<file path="src/rtl/ads1292_pkg.sv">
// Shared definitions for the ADS1292 filter channel multiplexer.
//   DATA_W_DEF : default sample width
//   MAX_CH     : largest supported channel count
//   issue_state_t / ret_state_t : issue and return FSM encodings
//   tag_w()    : width of a channel tag for a given channel count
package ads1292_pkg;

    localparam int DATA_W_DEF = 32;
    localparam int MAX_CH     = 8;

    typedef enum logic {
        ARB,
        SEND
    } issue_state_t;

    typedef enum logic {
        EMPTY,
        FULL
    } ret_state_t;

    function automatic int tag_w(input int num_ch);
        return (num_ch < 2) ? 1 : $clog2(num_ch);
    endfunction

endpackage

</file>
<file path="src/rtl/chmux_tag_fifo.sv">
// Small synchronous FIFO holding the channel tag of every sample in flight
// inside the shared filter.
//   clk, rst : clock, synchronous active-high reset (empties the FIFO)
//   push/din : write a tag (ignored when full)
//   pop/dout : dout is the head tag; pop advances past it (ignored when empty)
//   full, empty, count : occupancy flags and count (0..DEPTH)
module chmux_tag_fifo #(
    parameter int WIDTH = 1,
    parameter int DEPTH = 4
) (
    input  logic                       clk,
    input  logic                       rst,
    input  logic                       push,
    input  logic                       pop,
    input  logic [WIDTH-1:0]           din,
    output logic [WIDTH-1:0]           dout,
    output logic                       full,
    output logic                       empty,
    output logic [$clog2(DEPTH+1)-1:0] count
);

    localparam int PTR_W = $clog2(DEPTH);
    localparam int CNT_W = $clog2(DEPTH+1);

    logic [WIDTH-1:0] mem [DEPTH];
    logic [PTR_W-1:0] wr_ptr_reg;
    logic [PTR_W-1:0] rd_ptr_reg;
    logic [CNT_W-1:0] count_reg;
    logic             do_push;
    logic             do_pop;

    assign full    = (count_reg == CNT_W'(DEPTH));
    assign empty   = (count_reg == '0);
    assign count   = count_reg;
    assign do_push = push && !full;
    assign do_pop  = pop && !empty;

    // The head tag must be visible in the same cycle it is popped, so the
    // storage is read without a register stage.
    assign dout = mem[rd_ptr_reg];

    always_ff @(posedge clk) begin
        if (do_push) begin
            mem[wr_ptr_reg] <= din;
        end
    end

    // DEPTH is a power of two, so the pointers wrap naturally.
    always_ff @(posedge clk) begin
        if (rst) begin
            wr_ptr_reg <= '0;
            rd_ptr_reg <= '0;
            count_reg  <= '0;
        end else begin
            if (do_push) begin
                wr_ptr_reg <= wr_ptr_reg + 1'b1;
            end
            if (do_pop) begin
                rd_ptr_reg <= rd_ptr_reg + 1'b1;
            end
            case ({do_push, do_pop})
                2'b10:   count_reg <= count_reg + 1'b1;
                2'b01:   count_reg <= count_reg - 1'b1;
                default: count_reg <= count_reg;
            endcase
        end
    end

endmodule

</file>
<file path="src/rtl/ads1292_filter_chmux.sv">
// Time-multiplexes NUM_CH stb/ack sample streams onto one shared filter and
// routes each filtered result back to the channel it came from.
//   clk, rst            : clock, synchronous active-high reset
//   input_a[_stb/_ack]  : per-channel sample inputs (channel k at [k*DATA_W +: DATA_W])
//   filt_in_z[_stb/_ack]: sample stream towards the filter
//   filt_out_a[_stb/_ack]: result stream from the filter
//   output_z, output_z_stb/_ack : shared result bus with one-hot per-channel valid
//   inflight            : number of samples currently inside the filter
module ads1292_filter_chmux
    import ads1292_pkg::*;
#(
    parameter int DATA_W    = DATA_W_DEF,
    parameter int NUM_CH    = 2,
    parameter int TAG_DEPTH = 4
) (
    input  logic                           clk,
    input  logic                           rst,
    input  logic [NUM_CH*DATA_W-1:0]       input_a,
    input  logic [NUM_CH-1:0]              input_a_stb,
    output logic [NUM_CH-1:0]              input_a_ack,
    output logic [DATA_W-1:0]              filt_in_z,
    output logic                           filt_in_stb,
    input  logic                           filt_in_ack,
    input  logic [DATA_W-1:0]              filt_out_a,
    input  logic                           filt_out_stb,
    output logic                           filt_out_ack,
    output logic [DATA_W-1:0]              output_z,
    output logic [NUM_CH-1:0]              output_z_stb,
    input  logic [NUM_CH-1:0]              output_z_ack,
    output logic [$clog2(TAG_DEPTH+1)-1:0] inflight
);

    localparam int TAG_W = tag_w(NUM_CH);

    issue_state_t      issue_state_reg, issue_state_next;
    ret_state_t        ret_state_reg, ret_state_next;
    logic [TAG_W-1:0]  rr_ptr_reg, rr_ptr_next;
    logic [DATA_W-1:0] filt_in_z_reg, filt_in_z_next;
    logic [DATA_W-1:0] output_z_reg, output_z_next;
    logic [TAG_W-1:0]  out_tag_reg, out_tag_next;

    logic [TAG_W-1:0]  ch_dist [NUM_CH];
    logic [TAG_W-1:0]  best_dist;
    logic              grant_valid;
    logic [TAG_W-1:0]  grant_idx;
    logic [DATA_W-1:0] grant_data;
    logic              issue_fire;
    logic              capture;
    logic [NUM_CH-1:0] sink_ack_vec;
    logic              sink_ack;

    logic [TAG_W-1:0]  fifo_dout;
    logic              fifo_full;
    logic              fifo_empty;

    // Distance of each channel from the round-robin pointer, going upward
    // with wrap; the requester with the smallest distance wins.
    for (genvar gi = 0; gi < NUM_CH; gi++) begin : g_dist
        localparam logic [TAG_W:0] CH_ID  = (TAG_W+1)'(gi);
        localparam logic [TAG_W:0] CH_NUM = (TAG_W+1)'(NUM_CH);
        logic [TAG_W:0] ptr_ext;
        logic [TAG_W:0] dist_ext;
        assign ptr_ext  = {1'b0, rr_ptr_reg};
        assign dist_ext = (CH_ID >= ptr_ext) ? (CH_ID - ptr_ext)
                                             : (CH_ID + CH_NUM - ptr_ext);
        assign ch_dist[gi] = dist_ext[TAG_W-1:0];
    end

    always_comb begin
        grant_valid = 1'b0;
        grant_idx   = '0;
        best_dist   = '0;
        for (int i = 0; i < NUM_CH; i++) begin
            if (input_a_stb[i] && (!grant_valid || (ch_dist[i] < best_dist))) begin
                grant_valid = 1'b1;
                grant_idx   = TAG_W'(i);
                best_dist   = ch_dist[i];
            end
        end
    end

    always_comb begin
        grant_data = '0;
        for (int i = 0; i < NUM_CH; i++) begin
            if (grant_idx == TAG_W'(i)) begin
                grant_data = input_a[i*DATA_W +: DATA_W];
            end
        end
    end

    // Handshake qualifiers; reset suppresses every ack combinationally.
    assign issue_fire = (issue_state_reg == ARB) && grant_valid && !fifo_full && !rst;
    assign capture    = (ret_state_reg == EMPTY) && filt_out_stb && !fifo_empty && !rst;

    for (genvar gi = 0; gi < NUM_CH; gi++) begin : g_chan
        assign input_a_ack[gi]  = issue_fire && (grant_idx == TAG_W'(gi));
        assign output_z_stb[gi] = (ret_state_reg == FULL) && (out_tag_reg == TAG_W'(gi)) && !rst;
        // Only the channel currently holding the result can release it.
        assign sink_ack_vec[gi] = output_z_stb[gi] && output_z_ack[gi];
    end

    assign sink_ack     = |sink_ack_vec;
    assign filt_in_stb  = (issue_state_reg == SEND) && !rst;
    assign filt_in_z    = filt_in_z_reg;
    assign filt_out_ack = capture;
    assign output_z     = output_z_reg;

    always_comb begin
        issue_state_next = issue_state_reg;
        rr_ptr_next      = rr_ptr_reg;
        filt_in_z_next   = filt_in_z_reg;
        case (issue_state_reg)
            ARB: begin
                if (issue_fire) begin
                    filt_in_z_next   = grant_data;
                    rr_ptr_next      = (grant_idx == TAG_W'(NUM_CH-1)) ? '0 : grant_idx + 1'b1;
                    issue_state_next = SEND;
                end
            end
            SEND: begin
                if (filt_in_ack) begin
                    issue_state_next = ARB;
                end
            end
        endcase
    end

    always_comb begin
        ret_state_next = ret_state_reg;
        output_z_next  = output_z_reg;
        out_tag_next   = out_tag_reg;
        case (ret_state_reg)
            EMPTY: begin
                if (capture) begin
                    output_z_next  = filt_out_a;
                    out_tag_next   = fifo_dout;
                    ret_state_next = FULL;
                end
            end
            FULL: begin
                if (sink_ack) begin
                    ret_state_next = EMPTY;
                end
            end
        endcase
    end

    always_ff @(posedge clk) begin
        if (rst) begin
            issue_state_reg <= ARB;
            ret_state_reg   <= EMPTY;
            rr_ptr_reg      <= '0;
            filt_in_z_reg   <= '0;
            output_z_reg    <= '0;
            out_tag_reg     <= '0;
        end else begin
            issue_state_reg <= issue_state_next;
            ret_state_reg   <= ret_state_next;
            rr_ptr_reg      <= rr_ptr_next;
            filt_in_z_reg   <= filt_in_z_next;
            output_z_reg    <= output_z_next;
            out_tag_reg     <= out_tag_next;
        end
    end

    chmux_tag_fifo #(
        .WIDTH (TAG_W),
        .DEPTH (TAG_DEPTH)
    ) u_tag_fifo (
        .clk   (clk),
        .rst   (rst),
        .push  (issue_fire),
        .pop   (capture),
        .din   (grant_idx),
        .dout  (fifo_dout),
        .full  (fifo_full),
        .empty (fifo_empty),
        .count (inflight)
    );

endmodule

</file>
<file path="config.mk">
export PLATFORM = sky130hd
export DESIGN_NAME = ads1292_filter_chmux
export DESIGN_NICKNAME = d
export VERILOG_FILES = /design/src/rtl/ads1292_pkg.sv /design/src/rtl/chmux_tag_fifo.sv /design/src/rtl/ads1292_filter_chmux.sv
export SDC_FILE = /design/constraint.sdc
export NUM_CORES = 1
export LEC_CHECK = 0
export ABC_AREA = 1
export BUFFER_PORTS_ARGS = -buffer_cell sky130_fd_sc_hd__buf_2
export CORE_MARGIN = 3
export CORE_UTILIZATION = 49
export DETAILED_ROUTE_END_ITERATION = 7
export HOLD_SLACK_MARGIN = 0.15
export PLACE_DENSITY_LB_ADDON = 0.05
export SYNTH_ARGS = -nofsm -noshare
export SYNTH_HDL_FRONTEND = slang
export SYNTH_SLANG_ARGS = --single-unit
</file>
<file path="constraint.sdc">
create_clock -name clk -period 3.5 [get_ports clk]
set_clock_uncertainty 0.2 [all_clocks]
set_input_delay 0.175 -clock clk [delete_from_list [all_inputs] [get_ports clk]]
set_output_delay 0.175 -clock clk [all_outputs]
set_load 0.01 [all_outputs]
</file>
# After elaboration in Yosys (flattened, before gate mapping)
# Memory sizes are Yosys's and may differ from the RTL's. A register that Yosys moved wholly into a read port is not among the register bits.
# Index checks and enable logic that the tools add are counted.
dict set report classes {
  bitwise 4
  n_mux 17
  add_sub_neg 9
  order_cmp 3
  eq_ne 3
  n_reduce_logical 28
}
# op count
set ops {}
lappend ops {{2-to-1 mux 32 bit} 1}
lappend ops {{logical AND 1 bit} 18}
lappend ops {{2-to-1 mux 1 bit} 13}
lappend ops {{one-hot mux 3 bit (2 select lines)} 1}
lappend ops {{adder 2 x 1 -> 2 bit, second input constant} 2}
lappend ops {{zero test 1 bit} 4}
lappend ops {{NOT 1 bit} 4}
lappend ops {{one-hot mux 1 bit (2 select lines)} 2}
lappend ops {{AND reduction 2 bit} 2}
lappend ops {{subtractor 1 bit, first input constant} 4}
lappend ops {{adder 3 x 1 -> 3 bit, second input constant} 1}
lappend ops {{== test 3 bit, second input constant} 1}
lappend ops {{zero test 3 bit} 1}
lappend ops {{subtractor 3 x 1 -> 3 bit, second input constant} 1}
lappend ops {{== test 2 x 1 -> 1 bit, second input constant} 1}
lappend ops {{== test 2 bit, second input constant} 1}
lappend ops {{greater-or-equal comparator 1 bit, first input constant} 2}
lappend ops {{nonzero test 2 bit} 1}
lappend ops {{OR reduction 2 bit} 1}
lappend ops {{adder 1 bit, second input constant} 1}
lappend ops {{logical OR 1 bit} 1}
lappend ops {{less-than comparator 1 bit} 1}
dict set report totals {
  wordCells 73
  mem_bits_rw 4
  n_memories 1
  reg_bits 74
  out_inout_bits 73
  inputBits 104
}
# memory depth width read_ports rd_ports_with_merged_regs wr line_no
set memory_table {}
lappend memory_table {u_tag_fifo.mem 4 1 1 1 1 chmux_tag_fifo.sv:25} ;# logic [WIDTH-1:0] mem [DEPTH];

# Depth between registers and ports, before layout
dict set report logic_depth {
  depth_word 13
  mapped_depth 14
  depth_no_buf 13
}

# Hierarchy
# Synthesis repeated with hierarchy kept, for this count alone.
dict set report hier_totals {
  cells_unflattened 593
  area_unflattened_um2 3819.9
}
# module instances area_per_inst_um2 cells_each seq_area_each_um2
set modules_own_cells {}
lappend modules_own_cells {ads1292_filter_chmux 1 3160.5 512 1361.3}
lappend modules_own_cells {chmux_tag_fifo 1 659.4 81 300.3}

# Least setup slack after synthesis
# OpenSTA, ideal clock, no wires.
dict set report synth_timing {
  path_type {register -> register}
  start {register u_tag_fifo.count_reg[0], in the netlist u_tag_fifo.count[0]}
  end {register u_tag_fifo.count_reg[2], in the netlist u_tag_fifo.count[2]}
  required_ps 3181
  path_buffers 1
  setup_ps 119
  synth_period_minus_slack_ps 2149
  path_stages_with_launch 13
  arrival_time_ps 1830
  setup_slack_ps 1351
  cell_sequence {dfxtp_1 > inv_1 > nand3_1 > nand2_2 > clkinv_1 > buf_4 > ha_1 > inv_1 > fa_1 > nand2_1 > nand3_1 > o21ai_0 > a21oi_1}
}
dict set report synth_between {
  elab_chain_len 7
  word_cells_on_any_way 16
  cone_classes {add/sub: 2; eq/ne: 3; mux: 1; reduce/logical: 10}
}
# item line_no
set synth_rtl {}
lappend synth_rtl {{from (decl)} chmux_tag_fifo.sv:28} ;# logic [CNT_W-1:0] count_reg;
lappend synth_rtl {{from (signal assigned)} chmux_tag_fifo.sv:62} ;# 2'b10: count_reg <= count_reg + 1'b1;
lappend synth_rtl {{from (signal assigned)} chmux_tag_fifo.sv:63} ;# 2'b01: count_reg <= count_reg - 1'b1;
lappend synth_rtl {{from (signal assigned)} chmux_tag_fifo.sv:64} ;# default: count_reg <= count_reg;
lappend synth_rtl {{zero test 3 bit *} chmux_tag_fifo.sv:33} ;# assign empty = (count_reg == '0);
lappend synth_rtl {{zero test 1 bit *} {chmux_tag_fifo.sv:36, ads1292_filter_chmux.sv:93}}
lappend synth_rtl {{logical AND 1 bit (2 in series)} ads1292_filter_chmux.sv:93} ;# assign capture = (ret_state_reg == EMPTY) && filt_out_stb && !fifo_empty && !rst;
lappend synth_rtl {{logical AND 1 bit *} chmux_tag_fifo.sv:36} ;# assign do_pop = pop && !empty;
lappend synth_rtl {{via u_tag_fifo.do_pop} chmux_tag_fifo.sv:30} ;# logic do_pop;
lappend synth_rtl {{== test 2 x 1 -> 1 bit / == test 2 bit (equally long branches)} chmux_tag_fifo.sv:61} ;# case ({do_push, do_pop})
lappend synth_rtl {{one-hot mux 3 bit (2 select lines) / nonzero test 2 bit (equally long branches)} -}
# Mark *: on every way through the listed nets, which the timed path passes. The rest lies on a longest branch.
# A chain may end at the register's enable or synchronous reset.

# Worst setup path in the final report
dict set report layout_timing {
  start {input rst}
  end {register ret_state_reg}
}
dict set report layout_between {
  elab_chain_len 6
  word_cells_on_any_way 10
  cone_classes {mux: 3; reduce/logical: 7}
}
# item line_no
set layout_rtl {}
lappend layout_rtl {{from (decl)} ads1292_filter_chmux.sv:17} ;# input logic rst,
lappend layout_rtl {{zero test 1 bit} {ads1292_filter_chmux.sv:93, ads1292_filter_chmux.sv:97}}
lappend layout_rtl {{logical AND 1 bit} ads1292_filter_chmux.sv:97} ;# assign output_z_stb[gi] = (ret_state_reg == FULL) && (out_tag_reg == TAG_W'(gi)) && !rst;
lappend layout_rtl {{logical AND 1 bit} ads1292_filter_chmux.sv:99} ;# assign sink_ack_vec[gi] = output_z_stb[gi] && output_z_ack[gi];
lappend layout_rtl {{OR reduction 2 bit} ads1292_filter_chmux.sv:102} ;# assign sink_ack = |sink_ack_vec;
lappend layout_rtl {{2-to-1 mux 1 bit} ads1292_filter_chmux.sv:141} ;# if (sink_ack) begin
lappend layout_rtl {{one-hot mux 1 bit (2 select lines)} ads1292_filter_chmux.sv:132} ;# case (ret_state_reg)
lappend layout_rtl {{to (signal assigned)} ads1292_filter_chmux.sv:158} ;# ret_state_reg <= ret_state_next;
lappend layout_rtl {{to (decl)} ads1292_filter_chmux.sv:36} ;# ret_state_t ret_state_reg, ret_state_next;
# Several ways; a longest one is shown, not always the timed one.

==> results.txt <==
Syn. warnings: 0
Synth top area share: 0.431
Crit path top cell by count: dlygate4sd3_1
Crit Path Max Fanout: 29
Compound-gate portion of the synthesized area: 0.113
Hold Crit Class: primary input to flop
Layout cell share with drive strength beyond 1: 0.266
CP required: 3.59 ns
I/O pin cnt: 177
DRC viols: 0
Ys async rst share: 0
Syn Std Cell Area: 3480 sq um
Largest family of logic cells by synthesized area: simple AND/OR/NAND/NOR gates
Area Growth Syn to Fin: 62.6%
HPWL Detailed: 6360 microns
Status: completed
Worst-case reg-to-reg path depth: 10
Nets: 875
Via count: 4352
Top Family by Delay on Critical Path: buffers and inverters
Sum Neg Setup Slack: 0 ns
Core ar.: 6830 sq um
Ys flop type: dfxtp_1
Critical path, cell by cell: dlygate4sd3_1, buf_2, buf_4, clkinvlp_4, nand4_1, nand3_1, dlygate4sd3_1, a21oi_1, dlygate4sd3_1
Commonest cells post-synth: nand2_1 (142), nor2_1 (85), dfxtp_1 (75), nand3_1 (38), a21oi_1 (37)
Final setup fails: 0
Fin crit share: 0.941
Syn_nets: 605
Crit path buffers/inverters: 6
Design Power: 2420 uW
Antenna violations before repair: 0
Via density: 5.03
Antenna-violating nets left: 0
Leak: 0.00282 uW
Rel. slew slack: 0.490
First-pass GRT wire length: 19300 microns
CTS Buf Count: 9
Final count of pins violating max slew: 0
Synth Area in Adders: 0.0237
Die Width: 90.3 microns
Syn avg cell area: 7.03 sq um
Clock slew at reported path FFs: 0.08 ns
Least-Margin Pin Slew: 0.762 ns
Post-Synthesis Cells: 495
R2r setup slk: 0.53 ns
Overall routing resource usage: 0.284
Final min period: 3.29 ns
Post-CTS setup repair buffer count: 0
Worst setup EP type: flop
RSZ-0062 raised after global routing: false
TritonCTS Sinks: 79
Min Hold Slack: 0.244 ns
Diodes inserted: 0
WS Path Type: primary input to flop
Synth top area cells: dfxtp_1 (43%), nand2_1 (15%), nor2_1 (9.2%)
Initial DRC count: 250
Initial core utilization: 0.510
Synth area leader: dfxtp_1
Number of flops mapped to enable cells by yosys: 4
WP depth: 9
Max_cap viols: 0
Post-synthesis mux area share: 0
Number of core rows: 30
Clock Tree Buf Depth: 2
Synth Area in XOR/XNOR: 0
H-Tree Depth: 3
Power per standard cell area: 427 nW/um^2
Fmax: 304 MHz
Grt ovf: 0
Hold Path Cell Cnt: 6
CTS tree: built
Die area: 8150 sq um
Skew-Pair Late Insertion Delay: 0.35 ns
Synth Area in Simple Gates: 0.319
Die Y-Extent: 90.3 microns
1st-pass router iterations: 5
Count of buffers from port buffering: 176
Post-synthesis sequential area ratio: 0.466
Distinct cells, synth: 24
Slowest CP cell: dlygate4sd3_1
Worst Path Arrival: 3.38 ns
Vias in the first global route: 4244
Largest net degree at the start of global routing: 43
CP Launch Type: primary input
Drt total wl: 12000 microns
Peak VDD IR: 0.314 mV
Fin. Hold Viols: 0
Top-count cell post-synth: nand2_1
CP peak stage delay: 0.58 ns
Synthesized flop and latch total: 79
GP Congestion: 0.760
Clock Tree Root: clkbuf_8
Routed WL per cell: 13.8 microns
[where the power goes]
group	internal (uW)	switching, uW	total, uW
logic	297	336	633
registers	991	45.9	1040
clock network	407	343	750
[cell usage in the layout, fill, tap and decap left out, types with 2 or more instances in the layout]
| master | n |
|---|---|
| clkbuf_8 | 9 |
| inv_6 | 2 |
| inv_1 | 22 |
| clkinvlp_4 | 2 |
| a21oi_1 | 37 |
| dlygate4sd3_1 | 109 |
| dfxtp_1 | 75 |
| edfxtp_1 | 4 |
| o21ai_1 | 8 |
| buf_2 | 176 |
| nor3_1 | 2 |
| nor2_1 | 85 |
| nand4_1 | 2 |
| buf_4 | 5 |
| bufinv_16 | 2 |
| inv_2 | 2 |
| ha_1 | 5 |
| o21ai_0 | 32 |
| nand2_1 | 142 |
| nand3_1 | 38 |
| nand2_2 | 3 |
[routing by layer]
metal  part of all wire  wire [microns]  up-vias  GRT usage
met3              0.079             949       42     0.0592
met5                  0               0        -          0
met2               0.51            6070      224      0.502
li1                   -               -     2104          -
met4              0.031             373        0      0.135
met1               0.38            4570     1982      0.326
[path summary, 6_finish.rpt]
| check | start | to |
|---|---|---|
| setup / recovery | rst | ret_state_reg |
| setup reg to reg | rr_ptr_reg | filt_in_z[29] |
| hold reg to reg | filt_in_z[0] | filt_in_z[0] |
| hold / removal | input_a_stb[0] | u_tag_fifo.count[0] |
[final cells by class]
cell class | count | area, sq um
Clock buffer | 10 | 128
Clock inverter | 6 | 91.3
Fill cell | 447 | 1170
Inverter | 26 | 101
Multi-Input combinational cell | 358 | 1590
Sequential cell | 79 | 1620
Tap cell | 96 | 120
Timing Repair Buffer | 290 | 2010
Timing Repair inverter | 1 | 5.00
[logic make-up after synthesis]
kind of cell	after synthesis
compound gates	78
fa+ha+maj	6
buf+inv	58
flops	79
simple gates	274
[stage by stage]
| stage | util | worst slack (ns) | cells | area, sq um |
|---|---|---|---|---|
| after floorplan | - | 1.35 | 495 | 3480 |
| after global placement | 0.636 | 1.36 | 740 | 4340 |
| after detailed placement | 0.636 | 1.33 | 740 | 4340 |
| after CTS | 0.827 | 0.0415 | 865 | 5650 |
| after global routing | 0.829 | 0.0103 | 866 | 5660 |
| final | 0.829 | 0.207 | 866 | 5660 |
[timing repair]
item                                    in CTS  in global routing
resized for setup                            0                  1
hold buffers                               109                  0
endpoints found under the hold margin       67                  0
endpoints found under the setup margin       0                  1
[worst min-delay path: cells and delay by family]
family	cells	cell delay, ns
adder cells (fa/ha/maj)	1	0.17
buffers and inverters	2	0.15
AND/OR/NAND/NOR	2	0.17
AO/OA/AOI/OAI	1	0.07
Power figures use the tool's default switching activity.
